File: src/rtl/dmem_bus_pkg.sv
`default_nettype none
// ============================================================================
//  Module      : dmem_bus_pkg
//  Description : Shared types and constants for the data-memory bus arbiter.
//                - bus_state_t : sequencer states (IDLE / BUSY / RESP)
//                - master_t    : master identifiers (CPU MEM stage / debug)
//                - IO_SEL_BIT  : address bit that selects the IO region
//  Revision    : 1.0 - initial release
// ============================================================================
package dmem_bus_pkg;

    typedef enum logic [1:0] {
        IDLE = 2'd0,
        BUSY = 2'd1,
        RESP = 2'd2
    } bus_state_t;

    typedef enum logic {
        M_CPU = 1'b0,
        M_DBG = 1'b1
    } master_t;

    // addr[IO_SEL_BIT] = 1 selects memory-mapped IO, 0 selects RAM
    localparam int IO_SEL_BIT = 7;

endpackage
`default_nettype wire

File: src/rtl/rr_arb2.sv
`default_nettype none
// ============================================================================
//  Module      : rr_arb2
//  Description : Combinational two-way round-robin pick. On a tie the master
//                that did not win last time is chosen; a lone requester
//                always wins regardless of history.
//  Ports       : i_req0        - request from master 0 (CPU)
//                i_req1        - request from master 1 (debug)
//                i_last_grant  - master that completed the previous access
//                o_grant_valid - at least one request present
//                o_grant_id    - selected master (valid with o_grant_valid)
//  Revision    : 1.0 - initial release
// ============================================================================
module rr_arb2
    import dmem_bus_pkg::*;
(
    input  logic    i_req0,
    input  logic    i_req1,
    input  master_t i_last_grant,
    output logic    o_grant_valid,
    output master_t o_grant_id
);

    always_comb begin
        o_grant_valid = i_req0 | i_req1;
        o_grant_id    = M_CPU;
        if (i_req0 && i_req1) begin
            o_grant_id = (i_last_grant == M_CPU) ? M_DBG : M_CPU;
        end else if (i_req1) begin
            o_grant_id = M_DBG;
        end
    end

endmodule
`default_nettype wire

File: src/rtl/dmem_bus_arbiter.sv
`default_nettype none
// ============================================================================
//  Module      : dmem_bus_arbiter
//  Description : Shares the single data-memory/IO decoder port between the
//                pipeline MEM stage (master 0) and the debug/loader port
//                (master 1). Each access is IDLE -> BUSY (wait cycles) ->
//                RESP, with the wait count chosen by address region.
//  Ports       : clk, reset           - clock / async active-high reset
//                m0_* / m1_*          - per-master req/we/addr/wdata in,
//                                       registered rdata and ack pulse out
//                bus_we/addr/wdata    - request to the decoder
//                bus_rdata            - combinational read data from decoder
//                busy                 - sequencer not IDLE
//                owner                - granted master, valid while busy
//  Revision    : 1.0 - initial release
// ============================================================================
module dmem_bus_arbiter
    import dmem_bus_pkg::*;
#(
    parameter int unsigned MEM_WAIT = 0,
    parameter int unsigned IO_WAIT  = 2,
    parameter int unsigned CNT_W    = 4
) (
    input  logic        clk,
    input  logic        reset,
    input  logic        m0_req,
    input  logic        m0_we,
    input  logic [31:0] m0_addr,
    input  logic [31:0] m0_wdata,
    output logic [31:0] m0_rdata,
    output logic        m0_ack,
    input  logic        m1_req,
    input  logic        m1_we,
    input  logic [31:0] m1_addr,
    input  logic [31:0] m1_wdata,
    output logic [31:0] m1_rdata,
    output logic        m1_ack,
    output logic        bus_we,
    output logic [31:0] bus_addr,
    output logic [31:0] bus_wdata,
    input  logic [31:0] bus_rdata,
    output logic        busy,
    output logic        owner
);

    localparam logic [CNT_W-1:0] C_MEM_WAIT = CNT_W'(MEM_WAIT);
    localparam logic [CNT_W-1:0] C_IO_WAIT  = CNT_W'(IO_WAIT);

    bus_state_t       r_state;
    bus_state_t       w_next_state;
    logic [CNT_W-1:0] r_cnt;
    logic             r_we;
    master_t          r_owner;
    master_t          r_last_grant;
    logic [31:0]      r_bus_addr;
    logic [31:0]      r_bus_wdata;
    logic [31:0]      r_m0_rdata;
    logic [31:0]      r_m1_rdata;
    logic             r_m0_ack;
    logic             r_m1_ack;

    logic             w_grant_valid;
    master_t          w_grant_id;
    logic             w_sel_we;
    logic [31:0]      w_sel_addr;
    logic [31:0]      w_sel_wdata;
    logic [CNT_W-1:0] w_wait_load;
    logic             w_last_busy;

    rr_arb2 u_rr_arb2 (
        .i_req0        (m0_req),
        .i_req1        (m1_req),
        .i_last_grant  (r_last_grant),
        .o_grant_valid (w_grant_valid),
        .o_grant_id    (w_grant_id)
    );

    // Winner's request fields, latched on grant
    assign w_sel_we    = (w_grant_id == M_DBG) ? m1_we    : m0_we;
    assign w_sel_addr  = (w_grant_id == M_DBG) ? m1_addr  : m0_addr;
    assign w_sel_wdata = (w_grant_id == M_DBG) ? m1_wdata : m0_wdata;
    assign w_wait_load = w_sel_addr[IO_SEL_BIT] ? C_IO_WAIT : C_MEM_WAIT;

    // Final BUSY cycle: the decoder sees the write strobe and read data is
    // sampled on the closing edge.
    assign w_last_busy = (r_state == BUSY) && (r_cnt == '0);

    // ------------------------------------------------------------------
    // State register
    // ------------------------------------------------------------------
    always_ff @(posedge clk or posedge reset) begin
        if (reset) begin
            r_state <= IDLE;
        end else begin
            r_state <= w_next_state;
        end
    end

    // ------------------------------------------------------------------
    // Next-state logic
    // ------------------------------------------------------------------
    always_comb begin
        w_next_state = r_state;
        case (r_state)
            IDLE:    if (w_grant_valid) w_next_state = BUSY;
            BUSY:    if (r_cnt == '0)   w_next_state = RESP;
            RESP:    w_next_state = IDLE;
            default: w_next_state = IDLE;
        endcase
    end

    // ------------------------------------------------------------------
    // Counter, latched request and response registers
    // ------------------------------------------------------------------
    always_ff @(posedge clk or posedge reset) begin
        if (reset) begin
            r_cnt        <= '0;
            r_we         <= 1'b0;
            r_owner      <= M_CPU;
            r_last_grant <= M_DBG;
            r_bus_addr   <= '0;
            r_bus_wdata  <= '0;
            r_m0_rdata   <= '0;
            r_m1_rdata   <= '0;
            r_m0_ack     <= 1'b0;
            r_m1_ack     <= 1'b0;
        end else begin
            // Acks are single-cycle: set only on the BUSY -> RESP edge
            r_m0_ack <= 1'b0;
            r_m1_ack <= 1'b0;
            case (r_state)
                IDLE: begin
                    if (w_grant_valid) begin
                        r_owner     <= w_grant_id;
                        r_we        <= w_sel_we;
                        r_bus_addr  <= w_sel_addr;
                        r_bus_wdata <= w_sel_wdata;
                        r_cnt       <= w_wait_load;
                    end
                end
                BUSY: begin
                    if (r_cnt != '0) begin
                        r_cnt <= r_cnt - 1'b1;
                    end else begin
                        if (r_owner == M_DBG) begin
                            r_m1_ack <= 1'b1;
                            if (!r_we) r_m1_rdata <= bus_rdata;
                        end else begin
                            r_m0_ack <= 1'b1;
                            if (!r_we) r_m0_rdata <= bus_rdata;
                        end
                    end
                end
                RESP: begin
                    r_last_grant <= r_owner;
                end
                default: begin
                end
            endcase
        end
    end

    assign bus_we    = w_last_busy && r_we;
    assign bus_addr  = r_bus_addr;
    assign bus_wdata = r_bus_wdata;
    assign busy      = (r_state != IDLE);
    assign owner     = r_owner;
    assign m0_ack    = r_m0_ack;
    assign m1_ack    = r_m1_ack;
    assign m0_rdata  = r_m0_rdata;
    assign m1_rdata  = r_m1_rdata;

endmodule
`default_nettype wire

File: config.mk
export PLATFORM = sky130hd
export DESIGN_NAME = dmem_bus_arbiter
export DESIGN_NICKNAME = d
export VERILOG_FILES = /design/src/rtl/dmem_bus_pkg.sv /design/src/rtl/rr_arb2.sv /design/src/rtl/dmem_bus_arbiter.sv
export SDC_FILE = /design/constraint.sdc
export NUM_CORES = 1
export LEC_CHECK = 0
export CELL_PAD_IN_SITES_DETAIL_PLACEMENT = 0
export CELL_PAD_IN_SITES_GLOBAL_PLACEMENT = 1
export CORE_ASPECT_RATIO = 0.5
export CORE_UTILIZATION = 30
export CTS_BUF_LIST = sky130_fd_sc_hd__clkbuf_8
export DETAILED_ROUTE_END_ITERATION = 16
export PLACE_DENSITY_LB_ADDON = 0.1
export SLEW_MARGIN = 5
export SYNTH_ARGS = -nofsm -noshare
export SYNTH_HDL_FRONTEND = slang
export SYNTH_SLANG_ARGS = --single-unit
File: constraint.sdc
create_clock -name clk -period 6.1 [get_ports clk]
set_input_delay 1.22 -clock clk [delete_from_list [all_inputs] [get_ports clk]]
set_output_delay 1.22 -clock clk [all_outputs]
set_load 0.01 [all_outputs]
==> out/metrics.cfg, run 1 <==
[sta]
fmax_mhz = 274
fin_tns_setup_ns = 0
relSlewSlack_pct = 45.2
final.min_clock_period_ns = 3.65
post-route-period-util_pct = 59.9
slew_violations = 0
worstMarginPinSlew_ns = 0.823
rsz0062_at_grt = no
skew_ns = 0.00915
setup_viol = 0
hold_viol = 0
finalWorstSetupSlack_ns = 2.45

[clock_tree]
cts_buffers = 17
ctsHtreeMaxLevel = 4
cts_resized = 0
post_cts_buffers = 0
insertion_delay_ns = 0.44
cts.sink_count = 139
clock-root-buffer = clkbuf_8
cts_tree = done
clk_pin_slew_worst_paths_ns = 0.08
clk_path_buf_depth = 2
cts_hold_buf = 0

[pwr]
powerDensity_nw_per_um2 = 492
peakVddDrop_mv = 0.182
power.switching_mw = 1.65
power_mw = 4.66
seq_power_share_pct = 35.2
comb_power_share_pct = 48.7
p_clk_share_pct = 16.0
p_leak_nw = 3.88
p_int_mw = 3.01
switching_share_pct = 35.4

[run_status]
status = finished clean

[finish]
mostFrequentLayoutCells = clkdlybuf4s50_1 (298), dfrtp_1 (138), nand2_1 (132), a21oi_1 (67), a31oi_1 (65)
area_growth_pct = 61.0
fillers = 1740
nNetsFinal = 998
antenna_cells = 0
layout.core_utilization_pct = 50.4
finalInstanceArea_um2 = 9470
final_common_cell = clkdlybuf4s50_1
layout-drive-gt1-share_pct = 13.2

[synth]
ys.flop_type = dfrtp_1
yosysUniqueCellTypes = 34
ys_ff_latch = 139
yosysTopAreaCellShare_pct = 58.7
ys_warn_count = 0
synthArstFlopShare_pct = 100
yosysSeqAreaShare_pct = 59.1
yosys.area.top_type = dfrtp_1
syn_nets = 716
avgSynthCellArea_um2 = 10.7
syn_inst = 549
synth_edf_count = 0
syn_area_um2 = 5880
ys_top_cells_by_area = dfrtp_1 (59%), mux2_2 (12%), nand2_1 (8.4%)

[floorplanning]
core-area_um2 = 18800
initial_core_util_pct = 31.3
die_w_um = 200
die_area_um2 = 20200
rows = 35
ios = 299
die_y_um = 101

[placement]
hpwlAfterDp_um = 12400
place_ws_ns = 2.67
place.gp.congestion = 0.768
place_area_um2 = 9090
portBuffers = 298

[global_route]
grt_pass1_wl_um = 28100
grt_max_degree = 90
grt_overflow_total = 0
use_met3_pct = 6.66
grt_usage_pct = 18.3
met1_usage_pct = 22.5
grt-busiest-layer = met2
grt_antenna_before_repair = 0
grt_pass1_vias = 5179
use_met2_pct = 29.9

[worst_setup_path]
critPathKind = reg2out
cp_max_fo = 67
end_kind = output port
cp.arrival_ns = 2.43
crit_path_cell_trace = nor2_4, buf_4, inv_1, clkdlybuf4s50_1
crit_required_ns = 4.88
start_kind = flop
slowest_delay_ns = 0.62
slowest_stage = buf_4

[detailed_routing]
wl_per_cell_um = 16.9
num_vias = 5223
drt_first_pass_iters = 4
antenna_left = 0
drt_wl_total_um = 18600
drc = 0
avgViaCountPerCell = 4.74
drt-initial-drc-count = 176

[worst_hold_path]
hold_class = reg2reg

[job]
cap_violations = 0

[state kept, by name (all words and copies together), names as in the netlist]
signal	count
owner	1
m1_rdata	32
r_cnt	4
m0_ack	1
r_we	1
bus_wdata	32
r_last_grant	1
r_state	2
bus_addr	32
m1_ack	1
m0_rdata	32
[power by group through the flow]
stage	combinational, mW	clock (mW)	sequential (mW)
floorplan	0.842	0	1.84
global placement	2.29	0	1.64
detailed placement	2.30	0	1.66
CTS	2.30	0.777	1.65
global route	2.46	0.812	1.70
finish	2.27	0.746	1.64
[stage by stage]
stage	cells	hold WS [ns]
3_5_place_dp	1071	0.476
3_3_place_gp	1071	0.470
2_1_floorplan	549	0.529
6_report	1102	0.494
5_1_grt	1102	0.510
4_1_cts	1102	0.495
[cell usage after synthesis (2+ instances only)]
cell type	n
a21oi_1	67
buf_2	5
mux2_2	64
clkbuf_1	30
nand2b_1	2
inv_1	6
nand2_1	132
nor3_1	2
o21ai_0	5
dfrtp_1	138
or4_1	2
buf_6	3
a31oi_1	65
nor2_1	4
buf_1	5
[kinds of logic (layout without fill, tap and decap cells)]
kind of cell	count (synthesis)	in the layout	share of synthesized area, %
flops	139	139	59.1
simple gates	152	152	10.7
buf+inv	49	343	3.62
mux	65	65	12.4
compound gates	143	143	13.9
fa+ha+maj	1	1	0.213
[layer usage]
layer	part of all wire [%]	wire [um]
met1	44	8190
met4	1.3	240
met2	47	8750
met5	0	0
met3	7.5	1390
[critical path, delay by kind of cell (launching register included)]
family        cells  cell delay, ns
buf+inv           3            1.46
simple gates      1            0.11
flops             1            0.43
[worst paths after layout]
kind | start | to | slack (ns) | cells after the start
setup reg to reg | r_state[0]$_DFFE_PP0P_ | bus_addr[31]$_DFFE_PP0P_ | 3.15 | 6
max in group asynchronous | reset | m1_rdata[13]$_DFFE_PP0P_ | 3.63 | 3
setup / recovery | r_state[0]$_DFFE_PP0P_ | busy | 2.45 | 4
min in group asynchronous | reset | m1_rdata[27]$_DFFE_PP0P_ | 1.33 | 2
hold reg to reg | m0_rdata[24]$_DFFE_PP0P_ | m0_rdata[24]$_DFFE_PP0P_ | 0.49 | 1
hold / removal | m0_rdata[24]$_DFFE_PP0P_ | m0_rdata[24]$_DFFE_PP0P_ | 0.49 | 1
[area by class of cell]
cell class                 count  area, um2  area share (%)
sequential                   139       3480            36.7
timing repair buffer         306       3040            32.1
multi-input combinational    361       2220            23.4
tap                          259        324            3.42
clock buffer                  17        234            2.47
clock inverter                14        148            1.56
inverter                       6       27.5           0.291
(Power assumes the default switching activity.)
==> inputs of run 2 (changes only) <==
--- a/config.mk
+++ b/config.mk
@@ -8,7 +8,7 @@
 export CELL_PAD_IN_SITES_DETAIL_PLACEMENT = 0
 export CELL_PAD_IN_SITES_GLOBAL_PLACEMENT = 1
 export CORE_ASPECT_RATIO = 0.5
-export CORE_UTILIZATION = 30
+export CORE_UTILIZATION = 27
 export CTS_BUF_LIST = sky130_fd_sc_hd__clkbuf_8
 export DETAILED_ROUTE_END_ITERATION = 16
 export PLACE_DENSITY_LB_ADDON = 0.1
==> constraint.sdc (replaced) <==
create_clock -name clk -period 3.1 [get_ports clk]
set_input_delay 0.62 -clock clk [delete_from_list [all_inputs] [get_ports clk]]
set_output_delay 0.62 -clock clk [all_outputs]
set_load 0.01 [all_outputs]
==> out/metrics.cfg, run 2 (same netlist as run 1, synthesis figures left out) <==
[worst_setup_path]
timing.rr.start = r_cnt[0]$_DFFE_PP0P_
timing.rr.end = m0_rdata[26]$_DFFE_PP0P_
critPathKind = reg2out
crit_required_ns = 2.48
start_kind = flop
reg2reg_slack_ns = 0.88
r2r_cells = 6
cp_max_fo = 6
cp.arrival_ns = 2.26
end_kind = output port

[sta]
setup_viol = 0
fmax_mhz = 347
worstMarginPinSlew_ns = 0.783
slew_violations = 0
fin_tns_setup_ns = 0
relSlewSlack_pct = 47.8
post-route-period-util_pct = 92.9
skew_ns = 0.0149
rsz0062_at_grt = no
final.min_clock_period_ns = 2.88
whs_ns = 0.420
hold_viol = 0

[clock_tree]
cts_hold_buf = 0
clk_path_buf_depth = 2
post_cts_buffers = 0
cts.sink_count = 139
cts_resized = 0
cts_tree = done
clk_pin_slew_worst_paths_ns = 0.09
clock-root-buffer = clkbuf_8
insertion_delay_ns = 0.44
cts_buffers = 17
ctsHtreeMaxLevel = 4

[pwr]
p_leak_nw = 3.91
p_int_mw = 5.96
p_clk_share_pct = 16.3
seq_power_share_pct = 34.9
peakVddDrop_mv = 0.472
powerDensity_nw_per_um2 = 964
power.switching_mw = 3.30
switching_share_pct = 35.6
comb_power_share_pct = 48.8

[detailed_routing]
wl_per_cell_um = 16.7
avgViaCountPerCell = 4.61
drc = 0
drt_wl_total_um = 19000
drt_first_pass_iters = 4
num_vias = 5256
antenna_left = 0
drt-initial-drc-count = 280

[job]
cap_violations = 0

[placement]
hpwlAfterDp_um = 13100
place.gp.congestion = 0.771
portBuffers = 298

[floorplanning]
rows = 37
ios = 299
initial_core_util_pct = 28.1
die_area_um2 = 22400
die_w_um = 211
die_y_um = 106
core-area_um2 = 20900

[global_route]
grt_max_degree = 67
grt_pass1_wl_um = 29900
grt_overflow_total = 0
grt_usage_pct = 17.2
grt_pass1_vias = 5406
grt_antenna_before_repair = 0

[finish]
fillers = 2047
antenna_cells = 0
final_common_cell = clkdlybuf4s50_1
nNetsFinal = 1003
area_growth_pct = 63.3
layout-drive-gt1-share_pct = 13.9
mostFrequentLayoutCells = clkdlybuf4s50_1 (298), dfrtp_1 (138), nand2_1 (132), a21oi_1 (67), a31oi_1 (65)

[worst_hold_path]
hold_class = in2async

[run_status]
status = finished clean

[run 2: changes by cell type in the layout (fill, tap and decap cells not counted)]
cell | previous run | this run
or3b_4 | 0 | 1
buf_12 | 0 | 3
inv_8 | 0 | 1
clkinv_4 | 4 | 3
buf_4 | 8 | 10
clkinv_2 | 3 | 1
or3b_1 | 1 | 0
clkinvlp_4 | 1 | 4
[run 2: worst max path at each step]
| stage | from | slack, ns | endpoint |
|---|---|---|---|
| after global placement | r_cnt[0]$_DFFE_PP0P_ | 0.65 | bus_we |
| after detailed placement | r_cnt[0]$_DFFE_PP0P_ | 0.61 | bus_we |
| after global routing | r_cnt[0]$_DFFE_PP0P_ | 0.03 | bus_we |
| after CTS | r_cnt[0]$_DFFE_PP0P_ | 0.11 | bus_we |
| after floorplan | reset | 0.75 | bus_addr[0]$_DFFE_PP0P_ |
| final | r_cnt[0]$_DFFE_PP0P_ | 0.22 | bus_we |
[run 2: area by class of cell]
cell class,instances,area [um2],area share (%)
clock buffer,17,234,2.44
clock inverter,15,164,1.71
inverter,6,26.3,0.274
multi-input combinational,361,2220,23.1
sequential,139,3480,36.2
tap,292,365,3.80
timing repair buffer,311,3120,32.5
[run 2: layer usage]
| metal | global-route usage [%] | wire (um) | up-vias |
|---|---|---|---|
| met5 | 0 | 0 | - |
| met4 | 4.76 | 201 | 0 |
| met2 | 28.6 | 9240 | 154 |
| met1 | 21.3 | 8330 | 2591 |
| li1 | - | - | 2496 |
| met3 | 5.55 | 1270 | 15 |
[run 2: power by group through the flow]
| stage | Sequential [mW] | Combinational (mW) | Clock, mW |
|---|---|---|---|
| final | 3.23 | 4.52 | 1.51 |
| after global routing | 3.36 | 4.90 | 1.65 |
| after CTS | 3.24 | 4.58 | 1.56 |
| after detailed placement | 3.27 | 4.58 | 0 |
| after global placement | 3.24 | 4.56 | 0 |
| after floorplan | 3.62 | 1.66 | 0 |
[run 2: stage by stage]
stage	total power [mW]	setup WS [ns]	util [%]	cells	cell area [um2]
finish	9.26	0.222	45.9	1141	9610
global route	9.91	0.0281	45.9	1141	9610
CTS	9.38	0.110	45.9	1141	9600
detailed placement	7.84	0.607	44.0	1109	9210
global placement	7.80	0.649	44.0	1109	9210
floorplan	5.28	0.746	-	549	5890
[run 2: critical path, stage by stage (launching register included)]
cell and delay [ns]:
dfrtp_1 0.39, inv_1 0.09, ha_1 0.19, or3b_4 0.44, nor3_1 0.14, clkdlybuf4s50_1 0.58
==> inputs of run 3 (changes only) <==
--- a/config.mk
+++ b/config.mk
@@ -8,6 +8,7 @@
 export CELL_PAD_IN_SITES_DETAIL_PLACEMENT = 0
 export CELL_PAD_IN_SITES_GLOBAL_PLACEMENT = 1
 export CORE_ASPECT_RATIO = 0.5
+export CORE_MARGIN = 4
 export CORE_UTILIZATION = 27
 export CTS_BUF_LIST = sky130_fd_sc_hd__clkbuf_8
 export DETAILED_ROUTE_END_ITERATION = 16
==> out/metrics.cfg, run 3 (same netlist as run 1, synthesis figures left out) <==
[sta]
hold_viol = 0
fin_tns_setup_ns = 0
setup_viol = 0
whs_ns = 0.506
fmax_mhz = 344
final.min_clock_period_ns = 2.91
relSlewSlack_pct = 43.3
rsz0062_at_grt = no
worstMarginPinSlew_ns = 0.850
post-route-period-util_pct = 93.9
slew_violations = 0
skew_ns = 0.00889

[clock_tree]
cts_tree = done
post_cts_buffers = 0
clk_path_buf_depth = 2
clock-root-buffer = clkbuf_8
ctsHtreeMaxLevel = 4
cts.sink_count = 139
clk_pin_slew_worst_paths_ns = 0.09
insertion_delay_ns = 0.44
cts_buffers = 17

[finish]
antenna_cells = 0
mostFrequentLayoutCells = clkdlybuf4s50_1 (298), dfrtp_1 (138), nand2_1 (132), a21oi_1 (67), a31oi_1 (65)
fillers = 2055
layout.core_utilization_pct = 45.5
nNetsFinal = 1000
area_growth_pct = 62.3
layout-drive-gt1-share_pct = 13.6
final_common_cell = clkdlybuf4s50_1

[floorplanning]
die_area_um2 = 24400
core-area_um2 = 21000
die_y_um = 112
rows = 37
initial_core_util_pct = 28.1
ios = 299
die_w_um = 217

[placement]
place.gp.congestion = 0.731
portBuffers = 298
hpwlAfterDp_um = 13800

[worst_setup_path]
reg2reg_slack_ns = 0.90
cp_max_fo = 6
crit_required_ns = 2.48
end_kind = output port
critPathKind = reg2out
cp.arrival_ns = 2.29
start_kind = flop
timing.rr.end = m0_rdata[18]$_DFFE_PP0P_
r2r_cells = 6
timing.rr.start = r_cnt[0]$_DFFE_PP0P_

[detailed_routing]
drc = 0
drt_first_pass_iters = 4
drt_wl_total_um = 20400
antenna_left = 0
wl_per_cell_um = 17.9
num_vias = 5214
avgViaCountPerCell = 4.58
drt-initial-drc-count = 242

[worst_hold_path]
holdPathStages = 1
hold_class = reg2reg
hp-start = m0_rdata[24]$_DFFE_PP0P_
hold_path_end = m0_rdata[24]$_DFFE_PP0P_

[global_route]
grt_overflow_total = 0
grt_pass1_vias = 5436
grt_antenna_before_repair = 0
grt_pass1_wl_um = 31800
grt_max_degree = 140
grt_usage_pct = 16.6

[pwr]
p_leak_nw = 3.88
powerDensity_nw_per_um2 = 965
peakVddDrop_mv = 0.290

[run_status]
status = finished clean

[job]
cap_violations = 0

## run 3: how the worst max path moves through the flow
stage,startpoint,endpoint,slack (ns)
floorplan,reset,bus_addr[0]$_DFFE_PP0P_,0.75
global placement,m0_req,bus_addr[21]$_DFFE_PP0P_,0.52
detailed placement,m0_req,bus_addr[3]$_DFFE_PP0P_,0.51
CTS,r_cnt[0]$_DFFE_PP0P_,bus_we,0.04
global route,r_cnt[0]$_DFFE_PP0P_,bus_we,0.04
finish,r_cnt[0]$_DFFE_PP0P_,bus_we,0.19
## run 3: timing repair
item | in CTS | in global routing
endpoints found under the setup margin | 0 | 1
resized for setup | 0 | 1
hold buffers | 0 | 0
## run 3: layout make-up
cell class / instances / area (um2) / area share [%]
multi-input cells: 361 / 2220 / 23.2
well taps: 292 / 365 / 3.83
clock inverters: 15 / 140 / 1.47
flip-flops and latches: 139 / 3480 / 36.4
clock buffers: 17 / 234 / 2.45
inverters: 6 / 26.3 / 0.275
repair buffers: 308 / 3080 / 32.3
## run 3: metrics by stage
stage	cell area (um2)	worst slack, ns	std cells	power (mW)
after CTS	9550	0.0438	1138	9.37
after detailed placement	9170	0.506	1106	7.89
after global routing	9550	0.0390	1138	9.85
final	9550	0.190	1138	9.22
after global placement	9170	0.524	1106	7.83
after floorplan	5890	0.746	549	5.28
## run 3: worst max-delay path: stages (launching register included)
cell             delay, ns
dfrtp_1               0.38
inv_1                 0.09
ha_1                  0.18
or3b_4                0.44
nor3_1                0.18
clkdlybuf4s50_1       0.59
## run 3: power by group
part	internal [mW]	leakage (nW)	switching (mW)
Clock	0.647	0.185	0.802
Combinational	2.49	2.08	2.04
Sequential	2.73	1.62	0.496
## run 3: per-layer routing
| layer | up-vias | GRT usage (%) | wire [um] |
|---|---|---|---|
| met5 | - | 0 | 0 |
| met4 | 0 | 4.90 | 304 |
| met3 | 18 | 5.17 | 1270 |
| met2 | 138 | 27.3 | 9950 |
| met1 | 2572 | 21.0 | 8870 |
| li1 | 2486 | - | - |
